### config.mk
export PLATFORM = sky130hd
export DESIGN_NAME = load_store_unit
export DESIGN_NICKNAME = d
export VERILOG_FILES = /design/src/rtl/load_store_unit.sv
export SDC_FILE = /design/constraint.sdc
export NUM_CORES = 1
export LEC_CHECK = 0
export CAP_MARGIN = 20
export CORE_ASPECT_RATIO = 0.7
export CORE_MARGIN = 2
export CORE_UTILIZATION = 35
export CTS_CLUSTER_DIAMETER = 80
export DETAILED_ROUTE_END_ITERATION = 10
export GPL_ROUTABILITY_DRIVEN = 1
export PLACE_DENSITY = 0.69
export SLEW_MARGIN = 20
export SYNTH_ARGS = -nofsm -noshare
export SYNTH_HDL_FRONTEND = slang
export SYNTH_SLANG_ARGS = --single-unit
### constraint.sdc
create_clock -name clk -period 4.1 [get_ports clk]
set_input_delay 1.025 -clock clk [delete_from_list [all_inputs] [get_ports clk]]
set_output_delay 1.025 -clock clk [all_outputs]
set_load 0.02 [all_outputs]
### src/rtl/load_store_unit.sv
// Word-wide load/store unit: traps misaligned/unsupported accesses locally and
// runs one bus transaction otherwise, returning extended load data at done.
module load_store_unit #(
    parameter int TIMEOUT = 255
) (
    input  logic        clk,
    input  logic        reset,
    input  logic        start,
    input  logic        is_store,
    input  logic [2:0]  funct3,
    input  logic [31:0] addr,
    input  logic [31:0] wdata,
    output logic        busy,
    output logic        done,
    output logic        err,
    output logic [31:0] rdata,
    output logic        mem_req,
    output logic        mem_we,
    output logic [31:0] mem_addr,
    output logic [3:0]  mem_wstrb,
    output logic [31:0] mem_wdata,
    input  logic [31:0] mem_rdata,
    input  logic        mem_ready
);

    localparam logic [1:0] S_IDLE   = 2'd0;
    localparam logic [1:0] S_ACCESS = 2'd1;
    localparam logic [1:0] S_DONE   = 2'd2;

    localparam int            CW   = (TIMEOUT > 0) ? $clog2(TIMEOUT + 1) : 1;
    localparam logic [CW-1:0] TMAX = CW'(TIMEOUT);

    logic [1:0]    state_q, state_d;
    logic          is_store_q, is_store_d;
    logic [2:0]    funct3_q, funct3_d;
    logic [1:0]    off_q, off_d;
    logic [CW-1:0] cnt_q, cnt_d;
    logic          done_q, done_d;
    logic          err_q, err_d;
    logic [31:0]   rdata_q, rdata_d;
    logic          mem_req_q, mem_req_d;
    logic          mem_we_q, mem_we_d;
    logic [31:0]   mem_addr_q, mem_addr_d;
    logic [3:0]    mem_wstrb_q, mem_wstrb_d;
    logic [31:0]   mem_wdata_q, mem_wdata_d;

    // Request decode: encodings that do not exist for the direction, and size/offset clashes
    logic unsupported;
    logic misaligned;
    logic legal;

    assign unsupported = is_store ? (funct3[2] || (funct3[1:0] == 2'b11))
                                  : ((funct3 == 3'b011) || (funct3[2:1] == 2'b11));
    assign misaligned  = ((funct3[1:0] == 2'b01) && addr[0]) ||
                         ((funct3[1:0] == 2'b10) && (addr[1:0] != 2'b00));
    assign legal       = !unsupported && !misaligned;

    // Store lane steering: data is replicated so every candidate lane carries it
    logic [3:0]  lane_strb;
    logic [31:0] lane_data;

    for (genvar gi = 0; gi < 4; gi++) begin : g_lane
        localparam logic [1:0] LANE = 2'(gi);
        assign lane_strb[gi] = (funct3[1:0] == 2'b00) ? (addr[1:0] == LANE) :
                               (funct3[1:0] == 2'b01) ? (addr[1] == LANE[1]) : 1'b1;
        assign lane_data[8*gi +: 8] = (funct3[1:0] == 2'b00) ? wdata[7:0] :
                                      (funct3[1:0] == 2'b01) ? wdata[8*(gi%2) +: 8] :
                                                               wdata[8*gi +: 8];
    end

    logic [7:0]  ld_byte;
    logic [15:0] ld_half;
    logic [31:0] ld_value;

    assign ld_byte = mem_rdata[{off_q, 3'b000} +: 8];
    assign ld_half = mem_rdata[{off_q[1], 4'b0000} +: 16];

    always_comb begin
        ld_value = mem_rdata;
        case (funct3_q)
            3'b000:  ld_value = {{24{ld_byte[7]}}, ld_byte};
            3'b100:  ld_value = {24'd0, ld_byte};
            3'b001:  ld_value = {{16{ld_half[15]}}, ld_half};
            3'b101:  ld_value = {16'd0, ld_half};
            default: ld_value = mem_rdata;
        endcase
    end

    always_comb begin
        state_d     = state_q;
        is_store_d  = is_store_q;
        funct3_d    = funct3_q;
        off_d       = off_q;
        cnt_d       = cnt_q;
        done_d      = 1'b0;
        err_d       = err_q;
        rdata_d     = rdata_q;
        mem_req_d   = mem_req_q;
        mem_we_d    = mem_we_q;
        mem_addr_d  = mem_addr_q;
        mem_wstrb_d = mem_wstrb_q;
        mem_wdata_d = mem_wdata_q;

        case (state_q)
            S_IDLE: begin
                if (start) begin
                    is_store_d  = is_store;
                    funct3_d    = funct3;
                    off_d       = addr[1:0];
                    cnt_d       = '0;
                    mem_we_d    = is_store;
                    mem_addr_d  = {addr[31:2], 2'b00};
                    mem_wstrb_d = is_store ? lane_strb : 4'b0000;
                    mem_wdata_d = lane_data;
                    if (legal) begin
                        state_d   = S_ACCESS;
                        mem_req_d = 1'b1;
                        err_d     = 1'b0;
                    end else begin
                        state_d = S_DONE;
                        done_d  = 1'b1;
                        err_d   = 1'b1;
                    end
                end
            end
            S_ACCESS: begin
                if (mem_ready) begin
                    state_d   = S_DONE;
                    mem_req_d = 1'b0;
                    done_d    = 1'b1;
                    err_d     = 1'b0;
                    if (!is_store_q) begin
                        rdata_d = ld_value;
                    end
                end else if ((TIMEOUT != 0) && (cnt_q == TMAX)) begin
                    state_d   = S_DONE;
                    mem_req_d = 1'b0;
                    done_d    = 1'b1;
                    err_d     = 1'b1;
                end else begin
                    cnt_d = cnt_q + CW'(1);
                end
            end
            S_DONE: begin
                state_d = S_IDLE;
                err_d   = 1'b0;
            end
            default: begin
                state_d   = S_IDLE;
                mem_req_d = 1'b0;
                err_d     = 1'b0;
            end
        endcase
    end

    always_ff @(posedge clk or posedge reset) begin
        if (reset) begin
            state_q     <= S_IDLE;
            is_store_q  <= 1'b0;
            funct3_q    <= 3'b000;
            off_q       <= 2'b00;
            cnt_q       <= '0;
            done_q      <= 1'b0;
            err_q       <= 1'b0;
            rdata_q     <= 32'd0;
            mem_req_q   <= 1'b0;
            mem_we_q    <= 1'b0;
            mem_addr_q  <= 32'd0;
            mem_wstrb_q <= 4'b0000;
            mem_wdata_q <= 32'd0;
        end else begin
            state_q     <= state_d;
            is_store_q  <= is_store_d;
            funct3_q    <= funct3_d;
            off_q       <= off_d;
            cnt_q       <= cnt_d;
            done_q      <= done_d;
            err_q       <= err_d;
            rdata_q     <= rdata_d;
            mem_req_q   <= mem_req_d;
            mem_we_q    <= mem_we_d;
            mem_addr_q  <= mem_addr_d;
            mem_wstrb_q <= mem_wstrb_d;
            mem_wdata_q <= mem_wdata_d;
        end
    end

    assign busy      = (state_q != S_IDLE);
    assign done      = done_q;
    assign err       = err_q;
    assign rdata     = rdata_q;
    assign mem_req   = mem_req_q;
    assign mem_we    = mem_we_q;
    assign mem_addr  = mem_addr_q;
    assign mem_wstrb = mem_wstrb_q;
    assign mem_wdata = mem_wdata_q;

endmodule
Yosys cells after proc, flatten, opt, wreduce, memory -nomap -nowiden
Index checks and enable logic that the tools add are counted.
- bits of input ports: 104
- flip-flop bits (word level): 117
- logic and storage cells: 94
- output and inout port bits: 105
- muxes and demuxes: 37
- reductions and logical operators: 20
- shift operators: 2
- add/subtract/negate cells: 1
- eq/ne operators: 19
- bitwise logic cells: 3
- operator list (operator ; count):
    32-bit case mux with 4 select lines ; 1
    8-bit 2-to-1 mux ; 8
    32-bit by 6-bit variable part select with 16-bit output ; 1
    32-bit by 6-bit variable part select with 8-bit output ; 1
    1-bit 2-to-1 mux ; 18
    8-bit case mux with 2 select lines ; 1
    2-bit == test, second input constant ; 6
    8-bit by 1-bit adder with 8-bit output, second input constant ; 1
    8-bit == test, second input constant ; 1
    2-bit 2-to-1 mux ; 4
    2-bit != test, second input constant ; 4
    4-bit AND reduction ; 2
    2-bit by 1-bit == test with 1-bit output, second input constant ; 3
    3-bit == test, second input constant ; 2
    2-bit logical NOT ; 3
    2-bit nonzero test ; 3
    4-bit 2-to-1 mux ; 1
    1-bit case mux with 2 select lines ; 2
    2-bit case mux with 2 select lines ; 1
    2-bit AND reduction ; 2
    3-bit by 1-bit == test with 1-bit output, second input constant ; 1
    3-bit by 2-bit == test with 1-bit output, second input constant ; 1
    1-bit logical AND ; 3
    3-bit logical NOT ; 1
    6 further kinds ; 11

Logic depth before layout (Yosys ltp)
Gate-level depths: netlist of run 1.
- depth after elaboration: 8
- mapped depth: 7
- gate-level depth less buffers: 5

Least setup slack after synthesis of run 1
No wires, ideal clock.
- path kind: input to register
- start point: input mem_rdata[23]
- end point: register rdata_q[25], in the netlist rdata[25]
- arrival: 2.163 ns
- data required time: 4.031 ns
- stages: 5
- setup time: 0.069 ns
- buffers on the path: 1
- setup slack: 1.868 ns
- cell sequence: mux2i_1 > or4_4 > a2111o_1 > buf_6 > nand3_1
- cells in the longest elaborated chain, start to end: 2
- RTL lines (item ; RTL line ; source):
    start, declared ; 22 ; input logic [31:0] mem_rdata,
    32-bit by 6-bit variable part select with 8-bit output ; 75 ; assign ld_byte = mem_rdata[{off_q, 3'b000} +: 8];
    32-bit case mux with 4 select lines ; 80 ; case (funct3_q)
    end signal, assigned ; 179 ; rdata_q <= rdata_d;
    end, declared ; 40 ; logic [31:0] rdata_q, rdata_d;
No other way between the ends.
A chain may end at the register's enable or synchronous reset.

Worst setup path in the final report of run 1
- start point: register state_q[1]
- end point: output busy
- cells in the longest elaborated chain, start to end: 1
- RTL lines (item ; RTL line ; source):
    start, declared ; 33 ; logic [1:0] state_q, state_d;
    start signal, assigned ; 172 ; state_q <= state_d;
    2-bit nonzero test ; 188 ; assign busy = (state_q != S_IDLE);
    end, declared ; 13 ; output logic busy,
No other way between the ends.

==> results.rst, run 1 <==
.. list-table::
   :header-rows: 1

   * - Metric
     - Value
   * - First-pass iteration count of the detailed router
     - 6
   * - Area of all placed cells without fillers
     - 8320 sq um
   * - Cell Pwr Density
     - 622 nW/um^2
   * - Post-CTS Setup Bufs
     - 0
   * - Min cycle time layout
     - between 2 and 3 ns
   * - CP endpoint kind
     - primary output
   * - Yosys reg bits
     - ~120
   * - Vias per Instance
     - 4.88
   * - Power dissipated by switching net loads
     - 1.80 mW
   * - Average footprint of a synthesized cell
     - 8.99 sq um
   * - Final sum of negative setup slack
     - 0 ns
   * - Area taken by flip-flops and latches
     - about 2900 sq um
   * - Core Area
     - 15,400 sq um
   * - I/O Pins
     - 209
   * - Maximum number of pins on one net before global-route repair
     - 98
   * - Switching power share of the total
     - 34.7%
   * - Final count of pins violating max slew
     - 0
   * - Gate power share
     - 36.1%
   * - Cell internal power dissipation
     - 3.38 mW
   * - Chip Width
     - 153 um
   * - Final global-route overflow total
     - 0
   * - Fin. Hold Viols
     - 0
   * - Worst slew slack as a fraction of its limit
     - between 30 and 40%
   * - Post-detailed-placement half-perimeter wirelength
     - 11,100 um
   * - Highest fanout seen on the critical path
     - 11
   * - Instance count of the mapped netlist
     - approximately 610
   * - Post-Synthesis Cell Area
     - about 5500 sq um
   * - Class of the tightest hold or removal check
     - reg2reg
   * - Post-layout nets
     - 903
   * - Number of buffers added by the clock tree synthesis step
     - 17
   * - Clock slew seen by the registers of the worst setup and hold paths
     - 0.06 ns
   * - CTS Root Cell
     - clkbuf_16
   * - Area growth, synth to finish
     - 52.7%
   * - Count of flip-flops with a built-in enable after synthesis
     - 0
   * - Effective utilization at floorplan
     - between 30% and 40%
   * - Final Total Pwr
     - 5.17 mW
   * - Port bufs
     - 206
   * - Post-detailed-route DRC marker count
     - 0
   * - H-tree levels
     - 4
   * - Top_reg_cell synth
     - dfrtp_1
   * - Maximum ir drop on the vdd rail
     - roughly 0.25 mV
   * - Area of the multi-input gates
     - 2340 sq um
   * - Final WS setup
     - 1.14 ns
   * - Wire length reported by the detailed router
     - about 16,000 um
   * - Number of instances resized during post-cts repair
     - 0
   * - Count of vias placed by the detailed router
     - 4,935
   * - Routability-driven placement congestion ratio
     - 0.803
   * - Buffer depth of the longest clock path
     - 2
   * - Wire length of the first global-routing pass
     - roughly 26,000 um
   * - Fill cell instance count of the final layout
     - 1,400
   * - Pre-CTS setup slack
     - approximately 1.1 ns
   * - Result of the run
     - finished clean
   * - Static power due to leakage
     - 3.71 nW
   * - All-layer global routing usage
     - between 20% and 30%
   * - Routed wire length per instance
     - 16.1 um
   * - Placed cell areas
     - 7700 sq um
   * - Die Area
     - 16,600 sq um
   * - Max Clk Rate
     - ~340 MHz
   * - Std-Cell Rows
     - 38
   * - Seq/Total Area, Yosys
     - 53.7%
   * - Kind of start point of the critical path
     - flop
   * - Post-route clock skew
     - 0.0141 ns
   * - Proportion of register bits with asynchronous set or reset after synthesis
     - 100%
   * - Number of standard cells in the layout, taps in and fillers out
     - ~1,000
   * - Count of hold buffers inserted by post-cts repair
     - 0
   * - Number of diodes added for antenna fixing
     - 0
   * - Proportion of layout cells with a drive suffix above 1
     - 6.78%
   * - CTS tree
     - yes
   * - Endpoint required time on the critical path
     - 3.07 ns
   * - Via count of the first global-routing pass
     - roughly 5,000
   * - Cells traversed along the worst timing path
     - nor2_1 -> inv_1 -> clkdlybuf4s50_1
   * - Height of the die
     - 108 um
   * - Total of endpoints with negative setup slack in the final report
     - 0
   * - Slew at the pin with the worst max-slew slack
     - slightly below 1 ns
   * - Placed Cells
     - 979
   * - Starting DRC count in detailed routing
     - 354
   * - Kind of critical path
     - reg2out
   * - CP delay by family, top
     - buffers and inverters
   * - Setup repair after global routing missed its margin
     - false
   * - Cell with the biggest individual delay on the critical path
     - clkdlybuf4s50_1
   * - Insertion delay to the later sink of the worst-skew pair
     - between 0.4 and 0.5 ns
   * - Initial antenna violation count
     - 0
   * - Fraction of power consumed by the clock network
     - 30.2%
   * - Worst path buffer plus inverter count
     - 2
   * - Reg power frac
     - 33.7%
   * - Antenna-violating nets left
     - 0
   * - Number of different library cells in the post-synthesis netlist
     - 46
   * - Number of synthesis warnings
     - 0
   * - Data arrival, critical path
     - roughly 1.9 ns
   * - Final period utilization
     - 72.2%
   * - Max incr delay on CP
     - 0.55 ns
   * - Total clock sinks
     - 117
   * - Maximum capacitance violations
     - 0
## area by class of cell
type | count | share of cell area, %
clock buffer | 19 | 5.44
clock inverter | 13 | 2.09
inverter | 9 | 0.451
multi-input combinational | 440 | 28.1
sequential | 117 | 35.2
tap | 200 | 3.01
timing repair buffer | 213 | 25.7
## power groups by stage
stage | logic [mW] | clock network, mW | registers [mW]
final | 1.87 | 1.56 | 1.74
after global routing | 2.02 | 1.65 | 1.80
after CTS | 1.89 | 1.59 | 1.75
after detailed placement | 1.88 | 0 | 1.75
after global placement | 1.87 | 0 | 1.76
after floorplan | 0.553 | 0 | 2.10
## metal layers
layer,track usage [%],wire [um]
met1,27.4,7600
met5,0,0
met2,29.1,6920
met3,8.34,1620
met4,5.62,106
## state kept, by name, indices dropped and copies added (netlist names)
signal	cells
mem_wstrb	4
err	1
mem_req	1
mem_addr	30
mem_we	1
state_q	2
off_q	2
done	1
rdata	32
mem_wdata	32
cnt_q	8
funct3_q	3
## worst paths after layout
kind	slack (ns)	cells after the start	to	start
worst max-delay path	1.14	3	busy	state_q[1]
worst min-delay path	0.47	2	mem_addr[22]	mem_addr[22]
worst max register to register	1.84	4	rdata[24]	off_q[1]
worst min register to register	0.47	2	mem_addr[22]	mem_addr[22]
max in group asynchronous	2.24	3	mem_addr[17]	reset
min in group asynchronous	1.00	2	mem_addr[2]	reset
## per-stage QoR
stage	util, %	hold WS (ns)
2_1_floorplan	-	0.498
3_3_place_gp	50.1	0.458
3_5_place_dp	50.1	0.462
4_1_cts	54.2	0.476
5_1_grt	54.2	0.502
6_report	54.2	0.469
## worst reg2reg max path, stage by stage, from the launching register on
cell,delay (ns)
dfrtp_1,0.75
mux2i_1,0.18
or4_4,0.45
a2111o_1,0.64
nand3_1,0.17
## kinds of logic after synthesis
logic type / Yosys count / synth area share [%]
AO/OA/AOI/OAI: 101 / 10.4
XOR/XNOR: 1 / 0.161
adder cells (fa/ha/maj): 1 / 0.230
buffers and inverters: 50 / 3.90
flip-flops: 117 / 53.7
multiplexers: 41 / 7.94
other: 1 / 0.0688
AND/OR/NAND/NOR: 294 / 23.6
## layout by cell type (no fill, tap or decap), types with 17 or more instances in the layout
| cell | Yosys | final |
|---|---|---|
| clkdlybuf4s50_1 | 0 | 206 |
| nand2_1 | 193 | 192 |
| dfrtp_1 | 117 | 117 |
| o21ai_0 | 57 | 57 |
| nand3_1 | 40 | 40 |
| mux2i_1 | 32 | 32 |
| a21oi_1 | 28 | 28 |
| nor2_1 | 21 | 21 |
| clkbuf_16 | 0 | 17 |
## synth_stat cells, types with 2 or more instances
cell | count | share of area (%)
clkbuf_1 | 33 | 2.3
a21oi_1 | 28 | 2.6
nand2b_1 | 8 | 0.92
nand2_1 | 193 | 13
mux2_2 | 8 | 1.7
inv_1 | 9 | 0.62
nor2_1 | 21 | 1.4
nand4_1 | 3 | 0.34
nor3_1 | 2 | 0.18
or4_1 | 2 | 0.28
buf_4 | 2 | 0.28
nand3_1 | 40 | 3.7
dfrtp_1 | 117 | 54
buf_6 | 2 | 0.41
a311oi_1 | 2 | 0.32
o2bb2ai_1 | 2 | 0.32
a221oi_1 | 2 | 0.32
buf_1 | 2 | 0.14
o21ai_0 | 57 | 5.2
buf_2 | 2 | 0.18
nor2b_1 | 7 | 0.80
nand3b_1 | 8 | 1.1
or3_1 | 2 | 0.23
mux2i_1 | 32 | 5.9
Note: power is estimated with default switching activity, not from simulation.
==> run 2: changes to the inputs <==
Clock period 4.1 ns to 2.7 ns, I/O delays scaled along.
==> results.rst, run 2 (same netlist as run 1, synthesis figures left out) <==
.. list-table::
   :header-rows: 1

   * - Metric
     - Value
   * - CTS Root Cell
     - clkbuf_16 (unchanged)
   * - Maximum ir drop on the vdd rail
     - 0.441 mV (was 0.252 mV)
   * - Initial antenna violation count
     - 0 (unchanged)
   * - Static power due to leakage
     - 3.79 nW (was 3.71 nW)
   * - Wire length reported by the detailed router
     - 16,500 um (was 16,200 um)
   * - Worst flop-to-flop path startpoint
     - funct3_q[0] (was off_q[1])
   * - Setup repair after global routing missed its margin
     - false (unchanged)
   * - Maximum capacitance violations
     - 0 (unchanged)
   * - Number of instances resized during post-cts repair
     - 0 (unchanged)
   * - Slew at the pin with the worst max-slew slack
     - 0.556 ns (was 0.983 ns)
   * - Proportion of layout cells with a drive suffix above 1
     - 8.14% (was 6.78%)
   * - Count of vias placed by the detailed router
     - 5,056 (was 4,935)
   * - Final sum of negative setup slack
     - 0 ns (unchanged)
   * - Wire length of the first global-routing pass
     - 26,500 um (was 26,300 um)
   * - Core Area
     - 15,400 sq um (unchanged)
   * - Post-detailed-placement half-perimeter wirelength
     - 11,900 um (was 11,100 um)
   * - Port bufs
     - 206 (unchanged)
   * - Placed cell areas
     - 7810 sq um (was 7700 sq um)
   * - All-layer global routing usage
     - 20.3% (was 20.0%)
   * - Area growth, synth to finish
     - 55.2% (was 52.7%)
   * - Post-CTS Setup Bufs
     - 0 (unchanged)
   * - Antenna-violating nets left
     - 0 (unchanged)
   * - Highest fanout seen on the critical path
     - 11 (unchanged)
   * - Area taken by flip-flops and latches
     - 2930 sq um (unchanged)
   * - Placed Cells
     - 991 (was 979)
   * - H-tree levels
     - 4 (unchanged)
   * - CP endpoint kind
     - primary output (unchanged)
   * - I/O Pins
     - 209 (unchanged)
   * - Min cycle time layout
     - 2.44 ns
   * - Buffer depth of the longest clock path
     - 2 (unchanged)
   * - Insertion delay to the later sink of the worst-skew pair
     - 0.41 ns (about the same)
   * - Class of the tightest hold or removal check
     - reg2reg (unchanged)
   * - Post-layout nets
     - 915 (was 903)
   * - Height of the die
     - 108 um (unchanged)
   * - Vias per Instance
     - 4.94 (was 4.88)
   * - Chip Width
     - 153 um (unchanged)
   * - Via count of the first global-routing pass
     - 5,017 (was 4,978)
   * - Post-route clock skew
     - 0.0113 ns (was 0.0141 ns)
   * - Starting DRC count in detailed routing
     - 250 (was 354)
   * - Commonest cells after routing, fill and taps aside
     - 206 x clkdlybuf4s50_1, 192 x nand2_1, 117 x dfrtp_1 (unchanged)
   * - Kind of critical path
     - reg2out (unchanged)
   * - Cell Pwr Density
     - 948 nW/um^2 (was 622 nW/um^2)
   * - Total clock sinks
     - 117 (unchanged)
   * - Post-detailed-route DRC marker count
     - 0 (unchanged)
   * - Worst slew slack as a fraction of its limit
     - 63.0% (was 34.5%)
   * - Max Clk Rate
     - 410 MHz
   * - First-pass iteration count of the detailed router
     - 4 (was 6)
   * - Final global-route overflow total
     - 0 (unchanged)
   * - Commonest non-fill, non-tap cell in the layout
     - clkdlybuf4s50_1 (unchanged)
   * - CTS tree
     - yes (unchanged)
   * - Std-Cell Rows
     - 38 (unchanged)
   * - Routed wire length per instance
     - 16.1 um (about the same)
   * - Number of standard cells in the layout, taps in and fillers out
     - 1,023 (was 1,011)
   * - Data arrival, critical path
     - 1.77 ns (was 1.94 ns)
   * - Number of diodes added for antenna fixing
     - 0 (unchanged)
   * - Area of the multi-input gates
     - 2340 sq um (unchanged)
   * - Fin. Hold Viols
     - 0 (unchanged)
   * - Fill cell instance count of the final layout
     - 1,403 (was 1,400)
   * - Final period utilization
     - 90.4%
   * - Crit path from
     - state_q[1] (unchanged)
   * - Final WS setup
     - 0.260 ns (was 1.14 ns)
   * - Count of hold buffers inserted by post-cts repair
     - 0 (unchanged)
   * - Final count of pins violating max slew
     - 0 (unchanged)
   * - Pre-CTS setup slack
     - 0.0891 ns (was 1.09 ns)
   * - Area of all placed cells without fillers
     - 8460 sq um (was 8320 sq um)
   * - Effective utilization at floorplan
     - 35.5% (unchanged)
   * - Total of endpoints with negative setup slack in the final report
     - 0 (unchanged)
   * - Kind of start point of the critical path
     - flop (unchanged)
   * - Launch instance of the worst min-delay path
     - mem_addr[9] (was mem_addr[22])
   * - Result of the run
     - finished clean (unchanged)
   * - Routability-driven placement congestion ratio
     - 0.820 (was 0.803)
   * - Number of buffers added by the clock tree synthesis step
     - 17 (unchanged)
   * - Clock slew seen by the registers of the worst setup and hold paths
     - 0.06 ns (about the same)
   * - Endpoint required time on the critical path
     - 2.03 ns (was 3.07 ns)
   * - Maximum number of pins on one net before global-route repair
     - 48 (was 98)
   * - Die Area
     - 16,600 sq um (unchanged)
-- run 2: cell count changes in the layout (fill, tap and decap cells not counted), sizes merged --
cell | previous run | this run
inv | 9 | 11
buf | 7 | 19
clkinvlp | 4 | 3
bufinv | 3 | 4
clkinv | 6 | 4
-- run 2: worst paths after layout --
kind | cells past startpoint | endpoint | slack [ns]
max | 3 | busy | 0.26
min | 2 | mem_addr[9] | 0.47
max reg2reg | 3 | rdata[29] | 0.67
min reg2reg | 2 | mem_addr[9] | 0.47
max in group asynchronous | 3 | mem_addr[10] | 1.44
min in group asynchronous | 2 | cnt_q[7] | 0.66
-- run 2: final cells by class --
cell class	count	share of cell area [%]
Sequential cell	117	34.6
Multi-Input combinational cell	440	27.7
Timing Repair Buffer	225	26.6
Clock buffer	19	5.35
Tap cell	200	2.96
Clock inverter	13	2.32
Inverter	9	0.444
-- run 2: critical path: stages, from the launching register on --
cell and delay, ns:
dfrtp_1 0.57, nor2_1 0.12, inv_1 0.08, clkdlybuf4s50_1 0.60
-- run 2: through the flow --
step	hold WS (ns)	util (%)	power, mW
after floorplan	0.498	-	4.04
after global placement	0.458	50.9	5.55
after detailed placement	0.463	50.9	5.57
after CTS	0.477	55.1	8.09
after global routing	0.506	55.1	8.45
final	0.474	55.1	8.02
-- run 2: routing by layer --
layer / vias to the layer above / part of all wire [%] / global-route usage (%)
met5: - / 0 / 0
met4: 0 / 0.97 / 5.29
met3: 14 / 9.7 / 8.62
met2: 181 / 43 / 30.5
met1: 2411 / 47 / 27.1
li1: 2450 / - / -
-- run 2: report_power, final --
group	total (mW)	switching (mW)	internal, mW
clock	2.48	0.868	1.61
combinational	2.90	1.53	1.37
sequential	2.64	0.357	2.28
total	8.02	2.76	5.26
==> run 3: changes to the inputs <==
Clock period 2.7 ns to 2.01 ns, I/O delays scaled along.
==> results.rst, run 3 (same netlist as run 1, synthesis figures left out) <==
.. list-table::
   :header-rows: 1

   * - Metric
     - Value
   * - CP endpoint kind
     - primary output (unchanged)
   * - Highest fanout seen on the critical path
     - 8 (was 11)
   * - Routed wire length per instance
     - 15.9 um (was 16.1 um)
   * - Final count of pins violating max slew
     - 0 (unchanged)
   * - Cell with the biggest individual delay on the critical path
     - dfrtp_2 (was clkdlybuf4s50_1)
   * - Maximum number of pins on one net before global-route repair
     - 40 (was 48)
   * - Wire length reported by the detailed router
     - 16,700 um (was 16,500 um)
   * - Fill cell instance count of the final layout
     - 1,380 (was 1,403)
   * - Commonest non-fill, non-tap cell in the layout
     - clkdlybuf4s50_1 (unchanged)
   * - Starting DRC count in detailed routing
     - 318 (was 250)
   * - All-layer global routing usage
     - 20.8% (was 20.3%)
   * - Initial antenna violation count
     - 0 (unchanged)
   * - Via count of the first global-routing pass
     - 5,186 (was 5,017)
   * - Post-detailed-route DRC marker count
     - 0 (unchanged)
   * - Die Area
     - 16,600 sq um (unchanged)
   * - Cell Pwr Density
     - 1200 nW/um^2 (was 948 nW/um^2)
   * - Endpoint required time on the critical path
     - 1.51 ns (was 2.03 ns)
   * - CP delay by family, top
     - flip-flops (was buffers and inverters)
   * - Cells traversed along the worst timing path
     - nor2_2 -> inv_1 -> dlygate4sd2_1 (was nor2_1 -> inv_1 -> clkdlybuf4s50_1)
   * - Min cycle time layout
     - 1.93 ns
   * - CTS Root Cell
     - clkbuf_16 (unchanged)
   * - Fin. Hold Viols
     - 0 (unchanged)
   * - Port bufs
     - 206 (unchanged)
   * - Commonest cells after routing, fill and taps aside
     - 204 x clkdlybuf4s50_1, 192 x nand2_1, 116 x dfrtp_1 (was 206 x clkdlybuf4s50_1, 192 x nand2_1, 117 x dfrtp_1)
   * - Count of vias placed by the detailed router
     - 5,097 (was 5,056)
   * - Std-Cell Rows
     - 38 (unchanged)
   * - Effective utilization at floorplan
     - 35.5% (unchanged)
   * - CTS tree
     - yes (unchanged)
   * - Final global-route overflow total
     - 0 (unchanged)
   * - Buffer depth of the longest clock path
     - 2 (unchanged)
   * - Data arrival, critical path
     - 1.42 ns (was 1.77 ns)
   * - Chip Width
     - 153 um (unchanged)
   * - Class of the tightest hold or removal check
     - in2async (was reg2reg)
   * - Wire length of the first global-routing pass
     - 27,000 um (was 26,500 um)
   * - H-tree levels
     - 4 (unchanged)
   * - Setup repair after global routing missed its margin
     - false (unchanged)
   * - Post-layout nets
     - 945 (was 915)
   * - Proportion of layout cells with a drive suffix above 1
     - 10.9% (was 8.14%)
   * - First-pass iteration count of the detailed router
     - 4 (unchanged)
   * - Kind of start point of the critical path
     - flop (unchanged)
   * - Static power due to leakage
     - 3.92 nW (was 3.79 nW)
   * - Post-detailed-placement half-perimeter wirelength
     - 12,400 um (was 11,900 um)
   * - FF-to-FF setup slack
     - 0.20 ns (was 0.67 ns)
   * - Number of diodes added for antenna fixing
     - 0 (unchanged)
   * - Placed cell areas
     - 8100 sq um (was 7810 sq um)
   * - Post-route clock skew
     - 0.00758 ns (was 0.0113 ns)
   * - Number of buffers added by the clock tree synthesis step
     - 17 (unchanged)
   * - Routability-driven placement congestion ratio
     - 0.830 (was 0.820)
   * - Placed Cells
     - 1,021 (was 991)
   * - Area growth, synth to finish
     - 58.6% (was 55.2%)
   * - Total clock sinks
     - 117 (unchanged)
   * - Insertion delay to the later sink of the worst-skew pair
     - 0.42 ns (was 0.41 ns)
   * - Final period utilization
     - 95.8%
   * - Number of standard cells in the layout, taps in and fillers out
     - 1,050 (was 1,023)
   * - Kind of critical path
     - reg2out (unchanged)
   * - Final Total Pwr
     - 10.4 mW (was 8.02 mW)
   * - Result of the run
     - finished clean (unchanged)
   * - Vias per Instance
     - 4.85 (was 4.94)
   * - Core Area
     - 15,400 sq um (unchanged)
   * - Count of hold buffers inserted by post-cts repair
     - 0 (unchanged)
   * - Height of the die
     - 108 um (unchanged)
   * - Clock slew seen by the registers of the worst setup and hold paths
     - 0.06 ns (about the same)
   * - Area of all placed cells without fillers
     - 8640 sq um (was 8460 sq um)
   * - Antenna-violating nets left
     - 0 (unchanged)
   * - I/O Pins
     - 209 (unchanged)
   * - Worst path buffer plus inverter count
     - 2 (unchanged)
   * - Maximum ir drop on the vdd rail
     - 0.632 mV (was 0.441 mV)
   * - Maximum capacitance violations
     - 0 (unchanged)
   * - Total of endpoints with negative setup slack in the final report
     - 0 (unchanged)
   * - Max incr delay on CP
     - 0.47 ns (was 0.60 ns)
   * - Max Clk Rate
     - 519 MHz
[run 3: cell count changes in the layout (fill, tap and decap cells not counted), moves of 2 or more]
cell,change
clkbuf_1,+3
inv_6,-3
buf_4,+25
clkdlybuf4s50_1,-2
bufinv_16,-3
clkinvlp_4,-2
buf_12,+5
clkinv_4,-4
dlygate4sd2_1,+2
clkbuf_8,+2
clkinv_2,+4
[run 3: final timing paths]
kind | cells past startpoint | to | startpoint
min reg2reg | 2 | mem_addr[17] | mem_addr[17]
max reg2reg | 5 | rdata[9] | off_q[1]
max | 3 | busy | state_q[1]
min | 2 | mem_wstrb[3] | reset
min in group clk | 2 | mem_addr[17] | mem_addr[17]
max in group asynchronous | 3 | mem_wdata[11] | reset
[run 3: layer usage]
metal | GRT usage [%] | vias up | share of wire, %
met5 | 0 | - | 0
met1 | 27.4 | 2392 | 46
met3 | 8.86 | 14 | 9.8
li1 | - | 2502 | -
met2 | 30.9 | 189 | 43
met4 | 7.08 | 0 | 1.0
[run 3: repair_timing]
action,4_1_cts,5_1_grt
resized for setup,4,0
setup endpoints to repair,2,0
buffers inserted,0,0
[run 3: layout make-up]
type | instances | area (sq um) | area share, %
inverter | 9 | 37.5 | 0.434
timing repair buffer | 255 | 2540 | 29.4
clock buffer | 24 | 492 | 5.69
clock inverter | 5 | 50.0 | 0.579
sequential | 117 | 2930 | 33.9
tap | 200 | 250 | 2.90
multi-input combinational | 440 | 2340 | 27.1
[run 3: through the flow]
stage	util (%)	hold slack [ns]	setup slack, ns	TNS (ns)
after floorplan	-	0.498	0.0801	0
after global placement	52.7	0.456	-0.224	-5.79
after detailed placement	52.7	0.462	-0.230	-6.30
after CTS	56.3	0.437	0.0535	0
after global routing	56.3	0.463	0.0111	0
final	56.3	0.443	0.0836	0
[run 3: worst reg2reg max path: stages, from the launching register on]
cell and delay, ns:
dfrtp_1 0.43, buf_4 0.17, mux2_2 0.35, a311oi_1 0.26, o21a_1 0.35, a21oi_1 0.12
[run 3: power by group]
| group | internal [mW] | total, mW | switching (mW) |
|---|---|---|---|
| Combinational | 1.94 | 4.04 | 2.10 |
| Sequential | 3.07 | 3.51 | 0.446 |
| Clock | 1.80 | 2.82 | 1.03 |
